<file path="config.mk">
export PLATFORM = sky130hd
export DESIGN_NAME = param_sync_counter_flat
export DESIGN_NICKNAME = d
export VERILOG_FILES = /design/src/rtl/param_sync_counter_if.sv /design/src/rtl/param_sync_counter.sv /design/src/flat_wrapper.sv
export SDC_FILE = /design/constraint.sdc
export NUM_CORES = 1
export LEC_CHECK = 0
export ABC_AREA = 1
export CORE_UTILIZATION = 35
export CTS_CLUSTER_DIAMETER = 60
export DETAILED_ROUTE_END_ITERATION = 10
export PLACE_DENSITY = 0.61
export SLEW_MARGIN = 30
export SYNTH_ARGS = -nofsm -noshare
export SYNTH_HDL_FRONTEND = slang
export SYNTH_SLANG_ARGS = --single-unit
</file>
<file path="constraint.sdc">
create_clock -name clk -period 2.7 [get_ports clk]
set_clock_uncertainty 0.15 [all_clocks]
set_input_delay 0.675 -clock clk [delete_from_list [all_inputs] [get_ports clk]]
set_output_delay 0.675 -clock clk [all_outputs]
set_load 0.02 [all_outputs]
</file>
<file path="src/rtl/param_sync_counter_if.sv">
// Control and status bundle of the modulo counter.
// master drives the controls, slave is the counter.
interface param_sync_counter_if #(
  parameter int WIDTH = 4
);
  logic             en;
  logic             up;
  logic             clr;
  logic             load;
  logic [WIDTH-1:0] load_val;
  logic [WIDTH-1:0] count;
  logic             tc;
  logic             wrap;
  logic             ovf;

  modport master (
    output en, up, clr, load, load_val,
    input  count, tc, wrap, ovf
  );

  modport slave (
    input  en, up, clr, load, load_val,
    output count, tc, wrap, ovf
  );
endinterface

</file>
<file path="src/rtl/param_sync_counter.sv">
// Synchronous modulo up/down counter with prescaler,
// clear/load, wrap or saturate, tc/wrap/ovf flags.
module param_sync_counter #(
  parameter int     WIDTH    = 4,
  parameter longint MODULUS  = 16,
  parameter int     SATURATE = 0,
  parameter int     PRESCALE = 1
) (
  input  logic clk,
  input  logic rst,
  param_sync_counter_if.slave bus
);

  localparam int PW =
    (PRESCALE > 1) ? $clog2(PRESCALE) : 1;
  localparam logic [WIDTH-1:0] MAX =
    WIDTH'(MODULUS - 1);
  localparam logic [PW-1:0] PLAST =
    PW'(PRESCALE - 1);
  localparam bit SAT = (SATURATE != 0);

  logic [WIDTH-1:0] cnt_q;
  logic [WIDTH-1:0] cnt_nxt;
  logic [WIDTH-1:0] ld_val;
  logic [PW-1:0]    presc_q;
  logic             wrap_q;
  logic             ovf_q;
  logic             tc;
  logic             tick;

  // terminal count depends on the live direction
  assign tc   = bus.up ? (cnt_q == MAX)
                       : (cnt_q == '0);
  assign tick = bus.en && (presc_q == PLAST);

  // out-of-range load values clamp to the top state
  assign ld_val = (bus.load_val > MAX) ? MAX
                                       : bus.load_val;

  // step value for a tick, modulo MODULUS
  always_comb begin
    cnt_nxt = cnt_q;
    unique case (1'b1)
      bus.up && !tc:  cnt_nxt = cnt_q + 1'b1;
      bus.up && tc:   cnt_nxt = SAT ? cnt_q : '0;
      !bus.up && !tc: cnt_nxt = cnt_q - 1'b1;
      default:        cnt_nxt = SAT ? cnt_q : MAX;
    endcase
  end

  // prescaler: counts enabled cycles, restarts on
  // tick, clear or load
  always_ff @(posedge clk or posedge rst) begin
    if (rst) begin
      presc_q <= '0;
    end else if (bus.clr || bus.load || tick) begin
      presc_q <= '0;
    end else if (bus.en) begin
      presc_q <= presc_q + 1'b1;
    end
  end

  // count register: clear > load > tick > hold
  always_ff @(posedge clk or posedge rst) begin
    if (rst) begin
      cnt_q <= '0;
    end else if (bus.clr) begin
      cnt_q <= '0;
    end else if (bus.load) begin
      cnt_q <= ld_val;
    end else if (tick) begin
      cnt_q <= cnt_nxt;
    end
  end

  // wrap pulses for one cycle per boundary tick
  always_ff @(posedge clk or posedge rst) begin
    if (rst) begin
      wrap_q <= 1'b0;
    end else begin
      wrap_q <= !bus.clr && !bus.load && tick && tc;
    end
  end

  // ovf is sticky until clear or reset; load keeps it
  always_ff @(posedge clk or posedge rst) begin
    if (rst) begin
      ovf_q <= 1'b0;
    end else if (bus.clr) begin
      ovf_q <= 1'b0;
    end else if (!bus.load && tick && tc) begin
      ovf_q <= 1'b1;
    end
  end

  assign bus.count = cnt_q;
  assign bus.tc    = tc;
  assign bus.wrap  = wrap_q;
  assign bus.ovf   = ovf_q;

endmodule

</file>
<file path="src/flat_wrapper.sv">
// flat-port wrapper written by rule: the top's interface ports become plain ports
module param_sync_counter_flat 
#(
  parameter int     WIDTH    = 4,
  parameter longint MODULUS  = 16,
  parameter int     SATURATE = 0,
  parameter int     PRESCALE = 1
)
  (clk, rst, bus_en, bus_up, bus_clr, bus_load, bus_load_val, bus_count, bus_tc, bus_wrap, bus_ovf);
  param_sync_counter_if #(.WIDTH(WIDTH)) bus_i ();
  input  logic clk;
  input  logic rst;
  input wire logic [$bits(bus_i.en)-1:0] bus_en;
  input wire logic [$bits(bus_i.up)-1:0] bus_up;
  input wire logic [$bits(bus_i.clr)-1:0] bus_clr;
  input wire logic [$bits(bus_i.load)-1:0] bus_load;
  input wire logic [$bits(bus_i.load_val)-1:0] bus_load_val;
  output wire logic [$bits(bus_i.count)-1:0] bus_count;
  output wire logic [$bits(bus_i.tc)-1:0] bus_tc;
  output wire logic [$bits(bus_i.wrap)-1:0] bus_wrap;
  output wire logic [$bits(bus_i.ovf)-1:0] bus_ovf;
  assign bus_i.en = bus_en;
  assign bus_i.up = bus_up;
  assign bus_i.clr = bus_clr;
  assign bus_i.load = bus_load;
  assign bus_i.load_val = bus_load_val;
  assign bus_count = bus_i.count;
  assign bus_tc = bus_i.tc;
  assign bus_wrap = bus_i.wrap;
  assign bus_ovf = bus_i.ovf;
  param_sync_counter #(.WIDTH(WIDTH), .MODULUS(MODULUS), .SATURATE(SATURATE), .PRESCALE(PRESCALE)) u_core (.clk(clk), .rst(rst), .bus(bus_i));
endmodule
</file>
==> impl_metrics.tcl <==
set metrics [dict create \
    status "finished, final reports clean" \
    clk_pin_slew_ns 0.06 \
    hold_viol 0 \
    reg2regPathDepth 11 \
    rsz0062_at_grt "no" \
    grt_pass1_vias 447 \
    max_freq_ghz 0.401 \
    ant_nets 0 \
    critPathKind "in -> out" \
    via_per_inst 4.58 \
    rrSetupSlack_ns 0.70 \
    period_minus_slack_ns 2.49 \
    cts.path.max_buffers 2 \
    path_max_fanout 2 \
    antenna_found_initial 0 \
    p_per_area_nw_per_um2 501 \
    grt_util_all_layers_pct 16.4 \
    clk_latency_ns 0.25 \
    hold_buffers 0 \
    ys_ff_latch 7 \
    core_um2 1330 \
    yosysWarnings 0 \
    cts_tree "yes" \
    die_area_um2 1610 \
    place_hpwl_um 899 \
    drc 0 \
    synth_seq_area_share_pct 34.4 \
    finalMaxSlewViolations 0 \
    period_share_pct 92.3 \
    setup_viol 0 \
    io_buffers 16 \
    grt_max_degree 9 \
    syn_to_final_growth_pct 44.0 \
    yosys.area.top_type "dfrtp_1" \
    grt_first_pass_wirelength_um 1680 \
    drt-wirelength-per-cell_um 9.87 \
    worstPathRequired_ns 1.88 \
    post_cts_buffers 0 \
    max-slew-margin-rel_pct 80.8 \
    synth.distinct_cells 19 \
    nFillCells 152 \
    die_y_um 40.1 \
    numCtsBuffers 3 \
    yosys-top-cells-area "dfrtp_1 34%, nand2_1 13%, nand3_1 6.9%" \
    post-place-cells 104 \
    die_w_um 40.1 \
    ir_worst_vdd_uv 332 \
    root_buffer "clkbuf_4" \
    synth_nets 83 \
    crit_path_start_kind "input pin" \
    start_util_pct 38.2 \
    drive_gt1_share_pct 20.4 \
    synth_area_um2 509 \
    n_antenna_cell 0 \
    whs_path_depth 1 \
    wl_um 1070 \
    netlist.area_leader.share_pct 34.4 \
    routabilityCongestion 0.742 \
    syn_avg_cell_area_um2 7.27 \
    vias 495 \
    cap_violations 0 \
    drtIter0Drc 3 \
    final_nets 107 \
    h-tree-depth 1 \
    pin_count 17 \
    p_leak_nw 0.379 \
    end_kind "output pin" \
    cts_sinks 7 \
    min_path_type "reg -> reg" \
    arrival_ns 1.67 \
    firstDrtPassIters 2 \
    fin_cells 108 \
    row_count 13 \
    power_w 0.000367 \
    max_slew.worst_pin.slew_ns 0.288 \
    syn_inst 70 \
    overflow 0 \
]
[sequential cells by signal (all words and copies together), names as in the netlist]
name	cells
u_core.bus.count	4
u_core.presc_q	1
u_core.bus.ovf	1
u_core.bus.wrap	1
[critical path: stages]
cell	delay, ns
clkdlybuf4s50_1	0.49
inv_2	0.05
nor2_2	0.19
nor2_4	0.04
inv_1	0.06
clkbuf_2	0.16
[stage by stage]
stage | hold WS [ns] | cell area [um^2] | TNS, ns | utilization [%] | setup WS (ns)
6_report | 0.331 | 733 | 0 | 55.0 | 0.208
5_1_grt | 0.353 | 733 | 0 | 55.0 | 0.122
4_1_cts | 0.333 | 737 | 0 | 55.3 | 0.0354
3_5_place_dp | 0.320 | 711 | -0.260 | 53.3 | -0.226
3_3_place_gp | 0.317 | 711 | -0.234 | 53.3 | -0.216
2_1_floorplan | 0.327 | 509 | 0 | - | 0.746
[kinds of logic after synthesis]
kind of cell	synth area share (%)
adder cells (fa/ha/maj)	8.84
buffers and inverters	8.84
XOR/XNOR	1.72
flip-flops	34.4
AND/OR/NAND/NOR	37.8
AO/OA/AOI/OAI	8.35
[synth_stat cells]
master and instances:
nand2_1 18, inv_1 9, dfrtp_1 7, nand3_1 7, nor2_1 4, nor2_2 4
a21oi_1 3, inv_2 3, ha_1 2, nor2_4 2, o21ai_0 2, o21ai_1 2
a21o_1 1, fa_1 1, nand2_2 1, nand4_1 1, nor3_1 1, nor3_2 1
xor2_1 1
[report_power, final]
part	switching [W]	leakage, nW	internal, W	total [W]
sequential	0.0000148	0.0927	0.000114	0.000128
combinational	0.0000741	0.269	0.0000682	0.000142
clock	0.0000422	0.0177	0.0000543	0.0000964
[worst paths after layout]
kind,start,endpoint
hold reg to reg,u_core.bus.ovf,u_core.bus.ovf
setup / recovery,bus_up,bus_tc
min in group asynchronous,rst,u_core.bus.ovf
max in group asynchronous,rst,u_core.bus.count[3]
setup reg to reg,u_core.bus.count[0],u_core.bus.count[3]
hold / removal,u_core.bus.ovf,u_core.bus.ovf
[per-layer routing]
layer,wire length (um),global-route usage (%),share of wire (%)
met5,0,0,0
met4,0,12.9,0
met3,38,1.67,3.6
met2,559,27.8,52
met1,468,18.6,44
[cell type report]
cell class                 count  area [um^2]  area share (%)
timing repair buffer          19          178            24.2
clock inverter                 1         5.00           0.683
clock buffer                   3         22.5            3.07
sequential                     7          175            23.9
multi-input combinational     51          289            39.4
inverter                      12         45.0            6.14
tap                           15         18.8            2.56
[what timing repair did]
| action | in CTS | in global routing |
|---|---|---|
| endpoints found under the setup margin | 1 | 1 |
| endpoints found under the hold margin | 0 | 0 |
| resized for setup | 1 | 2 |
[layout by cell type, fill, tap and decap left out]
cell type / Yosys / routed
nand2_1: 18 / 18
clkdlybuf4s50_1: 0 / 15
inv_1: 9 / 9
nand3_1: 7 / 7
dfrtp_1: 7 / 7
nor2_1: 4 / 4
nor2_2: 4 / 4
inv_2: 3 / 3
a21oi_1: 3 / 3
clkbuf_4: 0 / 3
buf_4: 0 / 3
nor2_4: 2 / 2
o21ai_1: 2 / 2
o21ai_0: 2 / 2
ha_1: 2 / 2
nand2_2: 1 / 1
nand4_1: 1 / 1
nor3_2: 1 / 1
a21o_1: 1 / 1
xor2_1: 1 / 1
nor3_1: 1 / 1
fa_1: 1 / 1
clkinv_2: 0 / 1
clkbuf_2: 0 / 1
No activity file was read; power rests on OpenSTA's default activity.
